File: src/rtl/vx_ifetch_sched.sv
// Round-robin instruction-fetch scheduler: tracks per-warp PC/mask/stall state and issues one registered fetch request per cycle.
// Optional feature: define VX_IFETCH_SCHED_UUID_EN to tag each issued request with a wrapping sequence number.
module vx_ifetch_sched #(
   parameter int          NUM_WARPS    = 4,
   parameter int          NUM_THREADS  = 4,
   parameter int          UUID_BITS    = 16,
   parameter logic [31:0] STARTUP_ADDR = 32'h80000000,
   localparam int         NW_BITS      = $clog2(NUM_WARPS)
) (
   input  logic                   clk,
   input  logic                   reset,
   input  logic                   spawn_valid,
   input  logic [NW_BITS-1:0]     spawn_wid,
   input  logic [31:0]            spawn_pc,
   input  logic [NUM_THREADS-1:0] spawn_tmask,
   input  logic                   tmc_valid,
   input  logic [NW_BITS-1:0]     tmc_wid,
   input  logic [NUM_THREADS-1:0] tmc_tmask,
   input  logic                   branch_valid,
   input  logic [NW_BITS-1:0]     branch_wid,
   input  logic [31:0]            branch_pc,
   input  logic                   unstall_valid,
   input  logic [NW_BITS-1:0]     unstall_wid,
   output logic                   ifetch_req_valid,
   output logic [UUID_BITS-1:0]   ifetch_req_uuid,
   output logic [NUM_THREADS-1:0] ifetch_req_tmask,
   output logic [NW_BITS-1:0]     ifetch_req_wid,
   output logic [31:0]            ifetch_req_PC,
   input  logic                   ifetch_req_ready,
   output logic                   busy
);

   logic [NUM_WARPS-1:0]   active_q, active_d;
   logic [NUM_WARPS-1:0]   stalled_q, stalled_d;
   logic [31:0]            pc_q [NUM_WARPS];
   logic [31:0]            pc_d [NUM_WARPS];
   logic [NUM_THREADS-1:0] tmask_q [NUM_WARPS];
   logic [NUM_THREADS-1:0] tmask_d [NUM_WARPS];
   logic [NUM_WARPS-1:0]   eligible;

   logic [NW_BITS-1:0]     rr_ptr_q, rr_ptr_d;
   logic                   req_valid_q, req_valid_d;
   logic [NW_BITS-1:0]     req_wid_q, req_wid_d;
   logic [31:0]            req_pc_q, req_pc_d;
   logic [NUM_THREADS-1:0] req_tmask_q, req_tmask_d;

   logic                   load_slot;
   logic                   sel_found;
   logic [NW_BITS-1:0]     sel_wid;
   logic                   issue;

   assign load_slot = ~req_valid_q | ifetch_req_ready;
   assign issue     = load_slot & sel_found;

   always_comb begin
      eligible  = '0;
      sel_found = 1'b0;
      sel_wid   = '0;
      for (int w = 0; w < NUM_WARPS; w++) begin
         eligible[w] = active_q[w] & ~stalled_q[w] & (|tmask_q[w]);
      end
      // NUM_WARPS is a power of two, so the NW_BITS-wide sum wraps the search for free
      for (int i = 0; i < NUM_WARPS; i++) begin
         if (!sel_found && eligible[rr_ptr_q + NW_BITS'(i)]) begin
            sel_found = 1'b1;
            sel_wid   = rr_ptr_q + NW_BITS'(i);
         end
      end
   end

   // Later assignments win, so the order below encodes spawn > tmc > branch > unstall > issue.
   always_comb begin
      active_d  = active_q;
      stalled_d = stalled_q;
      pc_d      = pc_q;
      tmask_d   = tmask_q;
      for (int w = 0; w < NUM_WARPS; w++) begin
         if (issue && sel_wid == NW_BITS'(w)) begin
            stalled_d[w] = 1'b1;
            pc_d[w]      = pc_q[w] + 32'd4;
         end
         if (unstall_valid && unstall_wid == NW_BITS'(w)) begin
            stalled_d[w] = 1'b0;
         end
         if (branch_valid && branch_wid == NW_BITS'(w)) begin
            stalled_d[w] = 1'b0;
            pc_d[w]      = branch_pc;
         end
         if (tmc_valid && tmc_wid == NW_BITS'(w)) begin
            stalled_d[w] = 1'b0;
            tmask_d[w]   = tmc_tmask;
            if (tmc_tmask == '0) begin
               active_d[w] = 1'b0;
            end
         end
         if (spawn_valid && spawn_wid == NW_BITS'(w)) begin
            active_d[w]  = 1'b1;
            stalled_d[w] = 1'b0;
            pc_d[w]      = spawn_pc;
            tmask_d[w]   = spawn_tmask;
         end
      end
   end

   always_comb begin
      req_valid_d = req_valid_q;
      req_wid_d   = req_wid_q;
      req_pc_d    = req_pc_q;
      req_tmask_d = req_tmask_q;
      rr_ptr_d    = rr_ptr_q;
      if (load_slot) begin
         req_valid_d = sel_found;
         if (sel_found) begin
            req_wid_d   = sel_wid;
            req_pc_d    = pc_q[sel_wid];
            req_tmask_d = tmask_q[sel_wid];
            rr_ptr_d    = sel_wid + NW_BITS'(1);
         end
      end
   end

   always_ff @(posedge clk or posedge reset) begin
      if (reset) begin
         active_q  <= NUM_WARPS'(1);
         stalled_q <= '0;
         for (int w = 0; w < NUM_WARPS; w++) begin
            pc_q[w]    <= (w == 0) ? STARTUP_ADDR : 32'd0;
            tmask_q[w] <= (w == 0) ? NUM_THREADS'(1) : '0;
         end
      end else begin
         active_q  <= active_d;
         stalled_q <= stalled_d;
         pc_q      <= pc_d;
         tmask_q   <= tmask_d;
      end
   end

   always_ff @(posedge clk or posedge reset) begin
      if (reset) begin
         rr_ptr_q    <= '0;
         req_valid_q <= 1'b0;
         req_wid_q   <= '0;
         req_pc_q    <= '0;
         req_tmask_q <= '0;
      end else begin
         rr_ptr_q    <= rr_ptr_d;
         req_valid_q <= req_valid_d;
         req_wid_q   <= req_wid_d;
         req_pc_q    <= req_pc_d;
         req_tmask_q <= req_tmask_d;
      end
   end

`ifdef VX_IFETCH_SCHED_UUID_EN
   logic [UUID_BITS-1:0] uuid_cnt_q, uuid_cnt_d;
   logic [UUID_BITS-1:0] req_uuid_q, req_uuid_d;

   always_comb begin
      uuid_cnt_d = uuid_cnt_q;
      req_uuid_d = req_uuid_q;
      if (issue) begin
         req_uuid_d = uuid_cnt_q;
         uuid_cnt_d = uuid_cnt_q + UUID_BITS'(1);
      end
   end

   always_ff @(posedge clk or posedge reset) begin
      if (reset) begin
         uuid_cnt_q <= '0;
         req_uuid_q <= '0;
      end else begin
         uuid_cnt_q <= uuid_cnt_d;
         req_uuid_q <= req_uuid_d;
      end
   end

   assign ifetch_req_uuid = req_uuid_q;
`else
   assign ifetch_req_uuid = '0;
`endif

   assign ifetch_req_valid = req_valid_q;
   assign ifetch_req_wid   = req_wid_q;
   assign ifetch_req_PC    = req_pc_q;
   assign ifetch_req_tmask = req_tmask_q;
   assign busy             = |active_q;

endmodule

File: config.mk
export PLATFORM = sky130hd
export DESIGN_NAME = vx_ifetch_sched
export DESIGN_NICKNAME = d
export VERILOG_FILES = /design/src/rtl/vx_ifetch_sched.sv
export SDC_FILE = /design/constraint.sdc
export NUM_CORES = 1
export LEC_CHECK = 0
export BUFFER_PORTS_ARGS = -buffer_cell sky130_fd_sc_hd__buf_2
export CAP_MARGIN = 20
export CORE_MARGIN = 2
export CORE_UTILIZATION = 30
export DETAILED_ROUTE_END_ITERATION = 8
export PLACE_DENSITY_LB_ADDON = 0.05
export SKIP_LAST_GASP = 1
export SYNTH_ARGS = -nofsm -noshare
export SYNTH_HDL_FRONTEND = slang
export SYNTH_SLANG_ARGS = --single-unit
File: constraint.sdc
create_clock -name clk -period 13.6 [get_ports clk]
set_input_delay 2.04 -clock clk [delete_from_list [all_inputs] [get_ports clk]]
set_output_delay 2.04 -clock clk [all_outputs]
set_load 0.05 [all_outputs]
# After elaboration in Yosys (flattened, before gate mapping)
# Index checks and enable logic that the tools add are counted.
dict set report word_totals {
  reg_bits 193
  latch_bits 0
  ram_bits 0
  mem_bits_ro 0
  in_bits 87
  out_inout_bits 56
  elab_cells 194
  memories 0
}
dict set report op_classes {
  n_addsub 8
  multipliers 0
  div_mod_pow 0
  n_lt_le_gt_ge 5
  eq_ne 15
  shifts 0
  muxes 71
  n_bitwise 16
  n_reduce_logical 58
}
# cell n
set ops {}
lappend ops {{32-bit 2-to-1 mux} 14}
lappend ops {{32-bit by 3-bit adder with 32-bit output, second input constant} 4}
lappend ops {{32-bit binary-select mux with 2-bit select} 1}
lappend ops {{4-bit 2-to-1 mux} 10}
lappend ops {{1-bit 2-to-1 mux} 37}
lappend ops {{1-bit logical AND} 23}
lappend ops {{2-bit == test, second input constant} 10}
lappend ops {{5-bit nonzero test} 4}
lappend ops {{4-bit OR reduction} 5}
lappend ops {{2-bit nonzero test} 8}
lappend ops {{2-bit by 3-bit < comparator with 1-bit output, second input constant} 4}
lappend ops {{3-bit nonzero test} 4}
lappend ops {{2-bit by 1-bit == test with 1-bit output, second input constant} 5}
lappend ops {{2-bit zero test} 5}
lappend ops {{2-bit AND reduction} 5}
lappend ops {{1-bit AND} 9}
lappend ops {{1-bit binary-select mux with 2-bit select} 4}
lappend ops {{4-bit binary-select mux with 2-bit select} 1}
lappend ops {{2-bit 2-to-1 mux} 4}
lappend ops {{1-bit inverter} 5}
lappend ops {{2-bit by 1-bit adder with 2-bit output, second input constant} 2}
lappend ops {{2-bit adder, second input constant} 2}
lappend ops {{4-bit zero test} 1}
lappend ops {{3-bit >= comparator, second input constant} 1}
lappend ops {{3 further kinds} 5}

# Depth between registers and ports, before layout
dict set report depth {
  ltp_word 22
  mapped_depth 11
  mapped_depth_nobuf 8
}

# Worst setup path after synthesis
# No wires, ideal clock.
dict set report synth_timing {
  kind {input-to-reg}
  startpoint {in branch_wid[1]}
  endpoint {reg pc_q[16] in the netlist's numbering}
  setup_time_ps 122
  arrival_time_ps 3767
  required_ps 13478
  path_slack_ps 9711
  path_stages 11
  n_path_buf 4
  cell_sequence {clkbuf_1 > and3_1 > clkbuf_1 > nor2_1 > o211ai_1 > nor3_1 > clkbuf_1 > buf_2 > nand2_1 > a21oi_1 > nor3_1}
}
dict set report synth_via {
  elab_chain_cells 4
  word_cells_on_any_way 5
  cone_classes {eq/ne: 1; mux: 2; reduce/logical: 2}
}
# item line_no
set synth_lines {}
lappend synth_lines {{start, declared} 20} ;# input logic [NW_BITS-1:0] branch_wid,
lappend synth_lines {{2-bit == test (*)} 85} ;# if (branch_valid && branch_wid == NW_BITS'(w)) begin
lappend synth_lines {{1-bit logical AND (*)} 85}
lappend synth_lines {{32-bit 2-to-1 mux} 85}
lappend synth_lines {{32-bit 2-to-1 mux} 96} ;# if (spawn_valid && spawn_wid == NW_BITS'(w)) begin
lappend synth_lines {{end signal, assigned by index} 127} ;# pc_q[w] <= (w == 0) ? STARTUP_ADDR : 32'd0;
lappend synth_lines {{end signal, assigned} 133} ;# pc_q <= pc_d;
lappend synth_lines {{end, declared} 35} ;# logic [31:0] pc_q [NUM_WARPS];
# Every way passes the cells marked *; elsewhere a longest branch is shown, timed or not.
# A chain may end at the register's enable or synchronous reset.

# Final worst setup path
dict set report layout_timing {
  startpoint {in spawn_valid}
  endpoint {reg pc_q[103] in the netlist's numbering}
}
dict set report layout_via {
  elab_chain_cells 2
  word_cells_on_any_way 3
  cone_classes {mux: 1; reduce/logical: 2}
}
# item line_no
set layout_lines {}
lappend layout_lines {{start, declared} 12} ;# input logic spawn_valid,
lappend layout_lines {{1-bit logical AND (*)} 96}
lappend layout_lines {{3-bit nonzero test (no line) / 32-bit 2-to-1 mux (equally long branches)} -}
# Marks and branches as above.

==> results.sh <==
export IMPL_syn_area_um2=12800
export IMPL_start_util_pct=30.5
export IMPL_area_growth_pct=12.7
export IMPL_grt_pass1_vias=11600
export IMPL_overflow=0
export IMPL_cts_buffers_inserted=17
export IMPL_portBuffers=126
export IMPL_cp_start_kind="primary input"
export IMPL_ys_warnings_count=0
export IMPL_hold_slack_ns=0.477
export IMPL_critPathMaxFanout=28
export IMPL_rsz0062_at_grt="false"
export IMPL_wl_per_cell_um=26.2
export IMPL_timing_fmax_mhz=223
export IMPL_h_tree_depth=4
export IMPL_cpPeakStageDelay_ns=0.93
export IMPL_total_power_mw=3.43
export IMPL_grt_pass1_wl_um=82500
export IMPL_cp_depth=5
export IMPL_final_common_cell="dfrtp_1"
export IMPL_crit_chain="buf_2 -> or3b_2 -> nand2_1 -> a21oi_2 -> o21ai_0"
export IMPL_timing_rr_start="tmask_q[14]"
export IMPL_via_per_inst=5.77
export IMPL_core_area_um2=42100
export IMPL_synth_flop_cell="dfrtp_1"
export IMPL_worstSetupEndpointType="flop"
export IMPL_diodes=0
export IMPL_insertion_delay_ns=0.47
export IMPL_fin_ws_ns=9.12
export IMPL_cts_tree="yes"
export IMPL_hold_buffers=0
export IMPL_avgSynthCellArea_um2=8.48
export IMPL_worst_slew_pin_slew_ns=1.08
export IMPL_postCtsResizedCells=0
export IMPL_setup_viol=0
export IMPL_yosysTopAreaCell="dfrtp_1"
export IMPL_drive_above_1_share_pct=16.5
export IMPL_required_ns=13.90
export IMPL_multiInputGateArea_um2=7420
export IMPL_endpoint="pc_q[103]"
export IMPL_synth_top_area_share_pct=37.0
export IMPL_setup_tns_ns=0
export IMPL_r2r_slack_ns=9.80
export IMPL_grt_total_usage_pct=25.5
export IMPL_maxSlewHeadroom_pct=27.7
export IMPL_grt_max_degree=73
export IMPL_antenna_found_initial=1
export IMPL_post_cts_buffers=0
export IMPL_hold_class="flop to flop"
export IMPL_synth_seq_area_share_pct=37.6
export IMPL_hold_violations=0
export IMPL_drt_pass1_iterations=5
export IMPL_skew_ns=0.00996
export IMPL_first_iter_violations=1131
export IMPL_clockRootBuffer="clkbuf_16"
export IMPL_num_io_pins=143
export IMPL_post_place_ws_ns=8.69
export IMPL_die_height_um=211
export IMPL_synth_seq_cells=193
export IMPL_crit_start="spawn_valid"
export IMPL_rows=75
export IMPL_crit_slowest_cell="a21oi_2"
export IMPL_min_period_ns=4.48
export IMPL_layout_common_cells="dfrtp_1, nand2_1, a21oi_1, nor2_1, buf_2"
export IMPL_die_area_um2=44500
export IMPL_crit_family="simple AND/OR/NAND/NOR gates"
export IMPL_postRouteAntennaNets=0
export IMPL_regArea_um2=4830
export IMPL_arrival_ns=4.78
export IMPL_synthCells=1514
export IMPL_drv_slew=0
export IMPL_ff2ff_path_depth=8
export IMPL_path_buf_inv=1
export IMPL_peakVddDrop_v=0.000129
export IMPL_p_per_area_nw_per_um2=237
export IMPL_totalWireLength_um=55900
export IMPL_synth_cell_type_count=86
export IMPL_gp_congestion=0.877
export IMPL_synth_edff_count=0
export IMPL_clockBufferDepth=2
export IMPL_fin_nets=1670
export IMPL_final_cells=2130
export IMPL_dpl_cell_count=2099
export IMPL_status="complete, no violations"
export IMPL_ys_top_cells_by_area="dfrtp_1, mux2i_1, a21oi_1, nand2_1, o21ai_0"
export IMPL_drv_cap=0
export IMPL_cts_sinks=193
export IMPL_async_flop_share_pct=100
export IMPL_hpwl_um=40400
export IMPL_die_w_um=211
export IMPL_p_leak_nw=5.83
export IMPL_drc=0
export IMPL_cts_clk_slew_worst_paths_ns=0.08
export IMPL_crit_type="primary input to flop"
export IMPL_r2r_end="ifetch_req_PC[9]"
export IMPL_fillers=4418
export IMPL_period_share_pct=32.9
export IMPL_vias=12300
[synth_stat cells, types with 4 or more instances]
library cell  instances
buf_2                12
nor2b_1               4
nand3b_1              5
o22ai_1              37
o31a_1                4
nand3_1              56
or3_1                 4
a22oi_1              14
xor2_1               35
ha_1                  4
and3_1               30
nand4_1              37
o21ai_1              32
dfrtp_1             190
buf_4                21
mux2i_1              70
o221ai_1              5
nor3b_1               4
nand2_1             175
nor2_1              128
a311oi_1             15
and4_1               15
nor4_1               16
a31oi_1              24
or4_1                 4
nor3_1               22
o21ai_0              98
inv_1                14
and2_1               11
nand2b_1              5
a211oi_1             53
mux2_2               29
buf_6                 5
clkbuf_1             82
a221o_1              10
xnor2_1              33
a21oi_1             134
[worst min-delay path, cell delays in order (launching register included)]
cell and delay (ns):
dfrtp_1 0.34, nand2_1 0.04, o21ai_0 0.06
[report_power, final]
part	total, mW	internal, mW	leakage (nW)	switching (mW)
registers	1.08	0.784	2.24	0.291
clock network	0.561	0.311	0.303	0.250
logic	1.79	0.633	3.28	1.16
total	3.43	1.73	5.83	1.70
[flip-flops by register name (all words and copies together), names as in the netlist]
signal            cells
active_q              4
ifetch_req_PC        32
ifetch_req_tmask      4
ifetch_req_valid      1
ifetch_req_wid        2
pc_q                128
rr_ptr_q              2
stalled_q             4
tmask_q              16
[layout make-up]
type / count / share of cell area (%)
Timing Repair Buffer: 157 / 6.02
Tap cell: 539 / 4.66
Clock buffer: 20 / 3.09
Inverter: 14 / 0.415
Multi-Input combinational cell: 1196 / 51.3
Clock inverter: 11 / 1.12
Sequential cell: 193 / 33.4
[per-stage QoR]
stage / area (um2) / utilization, %
floorplan: 12900 / -
global placement: 13800 / 32.8
detailed placement: 13900 / 32.9
CTS: 14500 / 34.3
global route: 14500 / 34.3
finish: 14500 / 34.3
[kinds of logic (layout without fill, tap and decap cells)]
group	after synthesis	count (layout)	synth area share, %
other	1	16	0.0292
multiplexers	99	99	8.00
adder cells (fa/ha/maj)	4	4	0.390
buffers and inverters	140	202	5.38
AND/OR/NAND/NOR	544	544	21.2
flip-flops	193	193	37.6
XOR/XNOR	68	68	4.64
AO/OA/AOI/OAI	465	465	22.7
[layer usage]
metal | GRT usage [%] | wire, um | vias to the layer above
met5 | 0 | 0 | -
met4 | 7.99 | 1290 | 0
met3 | 4.70 | 3420 | 63
met2 | 37.2 | 23900 | 416
met1 | 37.7 | 27200 | 6119
li1 | - | - | 5688
[how the worst min path moves through the flow]
stage / from / endpoint / slack, ns / depth (start not counted)
2_1_floorplan: active_q[0] / active_q[0] / 0.46 / 2
3_3_place_gp: ifetch_req_PC[13] / ifetch_req_PC[13] / 0.46 / 2
3_5_place_dp: ifetch_req_PC[10] / ifetch_req_PC[10] / 0.47 / 2
4_1_cts: ifetch_req_PC[10] / ifetch_req_PC[10] / 0.49 / 2
5_1_grt: ifetch_req_PC[25] / ifetch_req_PC[25] / 0.51 / 2
6_report: ifetch_req_PC[13] / ifetch_req_PC[13] / 0.48 / 2
(Power assumes the default switching activity.)
